[src/rtl/shifter_pkg.sv]
// Shared definitions for the pipelined ARMv8 register-shift unit.
// Holds the shift-type encodings and the helpers that work out which
// shift-amount bits each pipeline stage is responsible for.
package shifter_pkg;

  typedef enum logic [1:0] {
    SH_LSL = 2'b00,
    SH_LSR = 2'b01,
    SH_ASR = 2'b10,
    SH_ROR = 2'b11
  } shift_op_e;

  // Amount bits are dealt out in contiguous groups from the LSB upward.
  function automatic int group_size(input int shamt_w, input int stages);
    return (shamt_w + stages - 1) / stages;
  endfunction

  // Lowest amount bit handled by stage k. It is clamped to shamt_w so that
  // trailing stages with nothing left to do come out empty (hi = lo - 1).
  function automatic int stage_lo(input int k, input int shamt_w, input int stages);
    int lo;
    lo = k * group_size(shamt_w, stages);
    return (lo > shamt_w) ? shamt_w : lo;
  endfunction

  // Highest amount bit handled by stage k.
  function automatic int stage_hi(input int k, input int shamt_w, input int stages);
    int hi;
    hi = (k + 1) * group_size(shamt_w, stages) - 1;
    return (hi > shamt_w - 1) ? shamt_w - 1 : hi;
  endfunction

endpackage

[src/rtl/shift_stage.sv]
// One register stage of the logarithmic shifter.
// Applies the power-of-two shifts selected by amount bits LO_BIT..HI_BIT
// and registers the result together with the amount, op and sf that travel
// alongside it. A stage with HI_BIT < LO_BIT is a pure register.
// Ports:
//   clk, reset              clock, asynchronous active-high reset
//   in_valid / in_ready     upstream handshake (in_ready = empty or draining)
//   in_data, in_shamt,
//   in_op, in_sf            beat entering this stage
//   out_valid / out_ready   downstream handshake
//   out_data, out_shamt,
//   out_op, out_sf          registered beat leaving this stage
module shift_stage
  import shifter_pkg::*;
#(
  parameter int WIDTH  = 64,
  parameter int LO_BIT = 0,
  parameter int HI_BIT = 0,
  localparam int SHAMT_W = $clog2(WIDTH)
) (
  input  logic               clk,
  input  logic               reset,
  input  logic               in_valid,
  output logic               in_ready,
  input  logic [WIDTH-1:0]   in_data,
  input  logic [SHAMT_W-1:0] in_shamt,
  input  shift_op_e          in_op,
  input  logic               in_sf,
  output logic               out_valid,
  input  logic               out_ready,
  output logic [WIDTH-1:0]   out_data,
  output logic [SHAMT_W-1:0] out_shamt,
  output shift_op_e          out_op,
  output logic               out_sf
);

  localparam int NBITS = HI_BIT - LO_BIT + 1;

  // A single fixed-distance step of the selected shift type. ASR relies on
  // the MSB surviving earlier steps, which an arithmetic shift guarantees.
  function automatic logic [WIDTH-1:0] step(input logic [WIDTH-1:0] d,
                                            input shift_op_e op, input int k);
    case (op)
      SH_LSL:  return d << k;
      SH_LSR:  return d >> k;
      SH_ASR:  return $signed(d) >>> k;
      default: return (d >> k) | (d << (WIDTH - k));
    endcase
  endfunction

  logic [WIDTH-1:0] chain [NBITS+1];

  assign chain[0] = in_data;

  // Cascade of conditional shifts, one per amount bit owned by this stage.
  for (genvar g = 0; g < NBITS; g++) begin : g_step
    assign chain[g+1] = in_shamt[LO_BIT+g] ? step(chain[g], in_op, 1 << (LO_BIT + g))
                                           : chain[g];
  end

  // The stage can take a new beat when it is empty or its beat leaves now.
  assign in_ready = !out_valid || out_ready;

  // Stage register: loads only on an accepted beat, otherwise holds so a
  // stalled result stays stable.
  always_ff @(posedge clk or posedge reset) begin
    if (reset) begin
      out_valid <= 1'b0;
      out_data  <= '0;
      out_shamt <= '0;
      out_op    <= SH_LSL;
      out_sf    <= 1'b0;
    end else if (in_ready) begin
      out_valid <= in_valid;
      if (in_valid) begin
        out_data  <= chain[NBITS];
        out_shamt <= in_shamt;
        out_op    <= in_op;
        out_sf    <= in_sf;
      end
    end
  end

endmodule

[src/rtl/pipelined_shifter.sv]
// Pipelined ARMv8 register-shift unit (LSL/LSR/ASR/ROR, X and W forms).
// Latency equals STAGES; one beat per cycle with valid/ready flow control.
// Ports:
//   clk, reset              clock, asynchronous active-high reset
//   in_valid / in_ready     operand handshake
//   a, shamt, op, sf        operand, amount, shift type, 1 = X / 0 = W form
//   out_valid / out_ready   result handshake
//   s                       result (upper half zero for W form)
module pipelined_shifter
  import shifter_pkg::*;
#(
  parameter int WIDTH  = 64,
  parameter int STAGES = 2,
  localparam int SHAMT_W = $clog2(WIDTH)
) (
  input  logic               clk,
  input  logic               reset,
  input  logic               in_valid,
  output logic               in_ready,
  input  logic [WIDTH-1:0]   a,
  input  logic [SHAMT_W-1:0] shamt,
  input  logic [1:0]         op,
  input  logic               sf,
  output logic               out_valid,
  input  logic               out_ready,
  output logic [WIDTH-1:0]   s
);

  localparam int HALF = WIDTH / 2;

  shift_op_e          op_e;
  logic [HALF-1:0]    a_lo;
  logic [WIDTH-1:0]   fmt_data;
  logic [SHAMT_W-1:0] fmt_shamt;

  logic               valid_c [STAGES+1];
  logic               ready_c [STAGES+1];
  logic [WIDTH-1:0]   data_c  [STAGES+1];
  logic [SHAMT_W-1:0] shamt_c [STAGES+1];
  shift_op_e          op_c    [STAGES+1];
  logic               sf_c    [STAGES+1];

  assign op_e = shift_op_e'(op);
  assign a_lo = a[HALF-1:0];

  // W-form pre-format: place the low half so that a full-width shift leaves
  // the correct W result in the low half. Rotates see two copies of the low
  // half, so a full-width rotate by less than HALF is a correct W rotate.
  // The amount loses its top bit in W form, giving mod-HALF semantics.
  always_comb begin
    fmt_data  = a;
    fmt_shamt = shamt;
    if (!sf) begin
      fmt_shamt[SHAMT_W-1] = 1'b0;
      case (op_e)
        SH_ASR:  fmt_data = {{HALF{a_lo[HALF-1]}}, a_lo};
        SH_ROR:  fmt_data = {a_lo, a_lo};
        default: fmt_data = {{HALF{1'b0}}, a_lo};
      endcase
    end
  end

  assign valid_c[0] = in_valid;
  assign data_c[0]  = fmt_data;
  assign shamt_c[0] = fmt_shamt;
  assign op_c[0]    = op_e;
  assign sf_c[0]    = sf;

  assign ready_c[STAGES] = out_ready;
  assign in_ready        = ready_c[0];

  // Ready ripples backward combinationally through the chain of stages.
  for (genvar k = 0; k < STAGES; k++) begin : g_stage
    shift_stage #(
      .WIDTH  (WIDTH),
      .LO_BIT (stage_lo(k, SHAMT_W, STAGES)),
      .HI_BIT (stage_hi(k, SHAMT_W, STAGES))
    ) u_stage (
      .clk       (clk),
      .reset     (reset),
      .in_valid  (valid_c[k]),
      .in_ready  (ready_c[k]),
      .in_data   (data_c[k]),
      .in_shamt  (shamt_c[k]),
      .in_op     (op_c[k]),
      .in_sf     (sf_c[k]),
      .out_valid (valid_c[k+1]),
      .out_ready (ready_c[k+1]),
      .out_data  (data_c[k+1]),
      .out_shamt (shamt_c[k+1]),
      .out_op    (op_c[k+1]),
      .out_sf    (sf_c[k+1])
    );
  end

  assign out_valid = valid_c[STAGES];

  // W results keep only the low half.
  assign s = sf_c[STAGES] ? data_c[STAGES] : {{HALF{1'b0}}, data_c[STAGES][HALF-1:0]};

  // Amount and op are not needed once the last stage has been applied.
  logic unused_tail;
  assign unused_tail = ^{shamt_c[STAGES], op_c[STAGES]};

endmodule
[config.mk]
export PLATFORM = sky130hd
export DESIGN_NAME = pipelined_shifter
export DESIGN_NICKNAME = d
export VERILOG_FILES = /design/src/rtl/shifter_pkg.sv /design/src/rtl/shift_stage.sv /design/src/rtl/pipelined_shifter.sv
export SDC_FILE = /design/constraint.sdc
export NUM_CORES = 1
export LEC_CHECK = 0
export BUFFER_PORTS_ARGS = -buffer_cell sky130_fd_sc_hd__buf_2
export CORE_ASPECT_RATIO = 1.2
export CORE_MARGIN = 4
export CORE_UTILIZATION = 60
export DETAILED_ROUTE_END_ITERATION = 6
export PLACE_DENSITY = 0.87
export SYNTH_ARGS = -nofsm -noshare
export SYNTH_HDL_FRONTEND = slang
export SYNTH_SLANG_ARGS = --single-unit
[constraint.sdc]
create_clock -name clk -period 5.9 [get_ports clk]
set_input_delay 1.77 -clock clk [delete_from_list [all_inputs] [get_ports clk]]
set_output_delay 1.77 -clock clk [all_outputs]
set_load 0.01 [all_outputs]
* Word level (Yosys, flattened, before mapping)
Index checks and enable logic that the tools add are counted.
** Word-level totals
- Register bits :: 140
- Input bits :: 77
- Output and inout port bits :: 66
** Cells by class
- Equal/unequal tests :: 5
- Mux-type cells :: 16
- Bitwise gates (word level) :: 6
- Reductions and logical operators :: 8
** Operator list (number)
- 64-bit one-hot mux with 3 select lines :: 6
- 64-bit two-way mux :: 8
- 64-bit one-hot mux with 2 select lines :: 1
- 32-bit by 64-bit OR with 64-bit output :: 1
- 48-bit by 64-bit OR with 64-bit output :: 1
- 56-bit by 64-bit OR with 64-bit output :: 1
- 60-bit by 64-bit OR with 64-bit output :: 1
- 62-bit by 64-bit OR with 64-bit output :: 1
- 63-bit by 64-bit OR with 64-bit output :: 1
- 2-bit == test (second input constant) :: 3
- 2-bit by 1-bit == test with 1-bit output (second input constant) :: 2
- 2-bit logical NOT :: 2
- 2-bit AND reduction :: 2
- 1-bit logical NOT :: 2
- 1-bit logical OR :: 2
- 1-bit two-way mux :: 1

* Depth between registers and ports, before layout
- Depth after elaboration :: 12
- Mapped depth :: 11

* Modules after synthesis
Synthesis repeated with hierarchy kept, for this count alone.
** Second synthesis, totals
- Cells, all modules :: 2183
- Area total of the unflattened synthesis :: 16535.9 um2
** By module, submodules not included
- shift_stage (g_stage[0].u_stage) :: instances 1, cells an instance 1240, area an instance 8851.0 um2, seq. area each 1851.8 um2
- shift_stage (g_stage[1].u_stage) :: instances 1, cells an instance 796, area an instance 6708.9 um2, seq. area each 1851.8 um2
- pipelined_shifter :: instances 1, cells an instance 147, area an instance 975.9 um2, seq. area each 0.0 um2

* Worst setup path after synthesis
No wires, ideal clock.
- Path kind :: in2out
- From :: input out_ready
- To :: output in_ready
- Arrival :: 1994 ps
- Path slack :: 2136 ps
- Stages :: 1
- Path buffers :: 0
- Cell sequence :: nand3b_1
** On the way
- Longest elaborated chain between the ends :: 2
** RTL lines
- start: declaration :: RTL line pipelined_shifter.sv:25 : input logic out_ready,
- 1-bit logical OR (2 in a row) :: RTL line shift_stage.sv:62 : assign in_ready = !out_valid || out_ready;
- end: declaration :: RTL line pipelined_shifter.sv:19 : output logic in_ready,
No other way between the ends.

* Worst setup path in the final report
- From :: input op[1]
- To :: register g_stage[0].u_stage.out_data[33]
** On the way
- Longest elaborated chain between the ends :: 12
- Elaborated cells between the ends (all ways) :: 15
- Those cells by class :: eq/ne: 3; mux: 8; bitwise: 3; reduce/logical: 1
** RTL lines
- start: declaration :: RTL line pipelined_shifter.sv:22 : input logic [1:0] op,
- 2-bit == test, on equally long branches :: RTL line pipelined_shifter.sv:55, shift_stage.sv:43
- 64-bit one-hot mux with 2 select lines :: RTL line pipelined_shifter.sv:55 : case (op_e)
- 64-bit two-way mux :: RTL line pipelined_shifter.sv:53 : if (!sf) begin
- 63-bit by 64-bit OR with 64-bit output :: RTL line shift_stage.sv:47 : default: return (d >> k) | (d << (WIDTH - k));
- 64-bit one-hot mux with 3 select lines :: RTL line shift_stage.sv:43 : case (op)
- 64-bit two-way mux :: RTL line shift_stage.sv:57 : assign chain[g+1] = in_shamt[LO_BIT+g] ? step(chain[g], in_op, 1 << (LO_BIT + g))
- 62-bit by 64-bit OR with 64-bit output :: RTL line shift_stage.sv:47
- 64-bit one-hot mux with 3 select lines :: RTL line shift_stage.sv:43
- 64-bit two-way mux :: RTL line shift_stage.sv:57
- 60-bit by 64-bit OR with 64-bit output :: RTL line shift_stage.sv:47
- 64-bit one-hot mux with 3 select lines :: RTL line shift_stage.sv:43
- 64-bit two-way mux (*) :: RTL line shift_stage.sv:57
- end signal: assignment :: RTL line shift_stage.sv:76 : out_data <= chain[NBITS];
- end: declaration :: RTL line shift_stage.sv:31 : output logic [WIDTH-1:0] out_data,
Mark *: on every way between the ends. The rest lies on a longest branch, timed or not.
A chain may end at the register's enable or synchronous reset.

==> impl_metrics.tcl <==
set metrics [dict create \
    status "finished with violations" \
    violations "DRC" \
    clock_skew_ns 0.0107 \
    grt_pass1_wl_mm 104 \
    final_cell_mix "nand2_1, nor2_1, a21oi_1, o21ai_0, buf_2" \
    period_share 0.767 \
    critPathKind "input port to flop" \
    die_x_um 157 \
    min_from "g_stage[1].u_stage.out_data[22]$_DFFE_PP0P_" \
    dp_slack_ns 1.10 \
    yosysSeqAreaShare 0.215 \
    cts.sinks 137 \
    ys_types 81 \
    fin_tns_setup_ns 0 \
    start_util 0.608 \
    crit_chain "buf_2 -> nor2b_2 -> buf_4 -> a21boi_0 -> a2111oi_0 -> a21oi_1 -> o21ai_0 -> a31o_2" \
    crit_fanout 39 \
    synth_edf_count 0 \
    finalNetCount 2184 \
    synth_area_sq_um 15900 \
    cts_made_buffers 17 \
    fin_total_pwr_mw 4.83 \
    cts_hold_buf 0 \
    worstPathArrival_ns 4.90 \
    slowest_delay_ns 0.97 \
    avgSynthCellArea_sq_um 7.33 \
    cap_violations 0 \
    clock_latency_ns 0.44 \
    fill_cells 2312 \
    wl_per_cell_um 28.1 \
    clkTransAtPathRegs_ns 0.06 \
    avgViaCountPerCell 7.56 \
    routed_wl_mm 69.1 \
    cp_top_family "compound AO/OA/AOI/OAI gates" \
    yosys_warnings 0 \
    drc 4 \
    p_per_area_nw_per_um2 287 \
    area_growth_pct 5.62 \
    grt_max_degree 107 \
    first_global_vias 17137 \
    core_sq_um 26200 \
    rsz0062_at_grt "false" \
    synth-seq-cells 137 \
    grt_usage 0.456 \
    placed_area_sq_um 16200 \
    drv_slew 0 \
    drive_above_1_share 0.164 \
    ys.flop_type "dfrtp_1" \
    drtPass1Iterations 7 \
    fp-row-count 65 \
    die_h_um 186 \
    drt-initial-drc-count 2588 \
    hold_violations 0 \
    layout_commonest_cell "nand2_1" \
    via_count 18562 \
    end_kind "flop" \
    synth_fp_nets 2248 \
    clock_path_buffers 2 \
    fin_ws_ns 1.38 \
    required_ns 6.28 \
    r2r_cells 7 \
    period_minus_slack_ns 4.52 \
    power_leakage_nw 6.71 \
    setup_viol 0 \
    cts_tree "yes" \
    port_buffers 142 \
    grt_overflow 0 \
    die_area_sq_um 29200 \
    hold_path.class "flop to flop" \
    holdPathStages 2 \
    worst_path_max_delay_cell "nor2b_2" \
    worst-slew-pin-transition_ns 1.22 \
    cts_resized 0 \
    cts-root-buf "clkbuf_16" \
    cts.htree.levels 4 \
    r2r_setup_slack_ns 2.27 \
    max_freq_mhz 221 \
    gp_congestion 1.06 \
    postRouteAntennaNets 0 \
    io_pins 143 \
    vdd_drop_max_uv 181 \
    post_cts_buffers 0 \
    maxSlewHeadroom 0.184 \
    dp_hpwl_mm 50.0 \
    async_flop_share 1.00 \
    hold-path-endpoint "g_stage[1].u_stage.out_data[22]$_DFFE_PP0P_" \
    antenna_found_initial 0 \
    cp_num_buf_inv 2 \
    syn_inst 2171 \
    cp-start-kind "input port" \
    cp_num_cells 8 \
    reg2reg_to "g_stage[1].u_stage.out_data[63]$_DFFE_PP0P_" \
    rr_startpoint "g_stage[0].u_stage.out_op[1]$_DFFE_PP0P_" \
    fin_area_sq_um 16800 \
]
## worst register-to-register path, stage by stage (launching register included)
cell	delay, ns
dfrtp_1	0.60
buf_4	0.56
clkinv_1	0.55
or3_1	0.52
nand2_1	0.41
nor2_1	0.41
o21ai_0	0.26
o221a_2	0.25
## cell usage after synthesis (all sizes together), types with 10 or more instances
library cell,count,share of area
nand2b,23,0.0090
nor3,17,0.0053
nand2,279,0.066
o22ai,26,0.010
o31ai,11,0.0052
or3b,37,0.020
clkbuf,133,0.031
a21o,21,0.0099
dfrtp,137,0.22
a2bb2oi,12,0.0066
mux2i,84,0.053
mux2,44,0.031
o21a,42,0.020
o22a,11,0.0061
inv,19,0.0045
o211a,15,0.0094
a211oi,52,0.025
nor2b,18,0.0071
o221a,10,0.0071
and2,52,0.020
mux4,29,0.041
nand3,22,0.0069
o211ai,43,0.020
o21ai,196,0.062
a22oi,15,0.0071
nor2,214,0.051
a21oi,183,0.058
o221ai,31,0.017
buf,139,0.050
a311oi,32,0.018
a311o,11,0.0069
a31oi,82,0.032
## registers in the layout, summed over array words and instances (netlist names)
signal	cells
g_stage.u_stage.out_data	128
g_stage.u_stage.out_op	2
g_stage.u_stage.out_sf	2
g_stage.u_stage.out_shamt	3
g_stage.u_stage.out_valid	2
## cell families (layout without fill, tap and decap cells)
family          count (synthesis)  after routing  synth area share
xor+xnor                        1              1          0.000550
mux                           157            157             0.125
compound gates                887            887             0.373
buf+inv                       293            242            0.0860
other cells                     0              1                 0
simple gates                  696            696             0.200
flops                         137            137             0.215
## worst max-delay path by stage
| stage | startpoint | end | slack [ns] |
|---|---|---|---|
| CTS | op[1] | g_stage[0].u_stage.out_data[33]$_DFFE_PP0P_ | 1.53 |
| detailed placement | op[1] | g_stage[0].u_stage.out_data[33]$_DFFE_PP0P_ | 1.10 |
| floorplan | reset | g_stage[0].u_stage.out_data[0]$_DFFE_PP0P_ | 0.46 |
| global placement | op[1] | g_stage[0].u_stage.out_data[33]$_DFFE_PP0P_ | 1.12 |
| global route | op[1] | g_stage[0].u_stage.out_data[49]$_DFFE_PP0P_ | 1.31 |
| finish | op[1] | g_stage[0].u_stage.out_data[33]$_DFFE_PP0P_ | 1.38 |
## metal layers
metal | vias up | global-route usage | wire length (um) | share of wire
met3 | 393 | 0.0865 | 8080 | 0.12
met1 | 8579 | 0.572 | 24200 | 0.35
met4 | 0 | 0.367 | 7100 | 0.10
met5 | - | 0 | 0 | 0
li1 | 7980 | - | - | -
met2 | 1610 | 0.677 | 29700 | 0.43
## layout make-up
cell class | count | area, sq um | area share
clock inverters | 13 | 169 | 0.0100
multi-input cells | 1741 | 11100 | 0.663
well taps | 335 | 419 | 0.0249
flip-flops and latches | 137 | 3430 | 0.204
repair buffers | 189 | 1110 | 0.0660
diodes | 1 | 2.50 | 0.000149
inverters | 21 | 83.8 | 0.00499
clock buffers | 19 | 443 | 0.0263
## where the power goes
group	internal [mW]	switching (mW)
Clock	0.679	0.438
Combinational	0.841	1.39
Sequential	1.17	0.308
Total	2.69	2.13
## through the flow
stage,std cells,hold slack [ns],utilization
floorplan,2171,0.439,-
global placement,2423,0.454,0.618
detailed placement,2423,0.465,0.618
CTS,2455,0.477,0.642
global route,2455,0.487,0.642
finish,2456,0.471,0.642
Note: power is estimated with default switching activity, not from simulation.
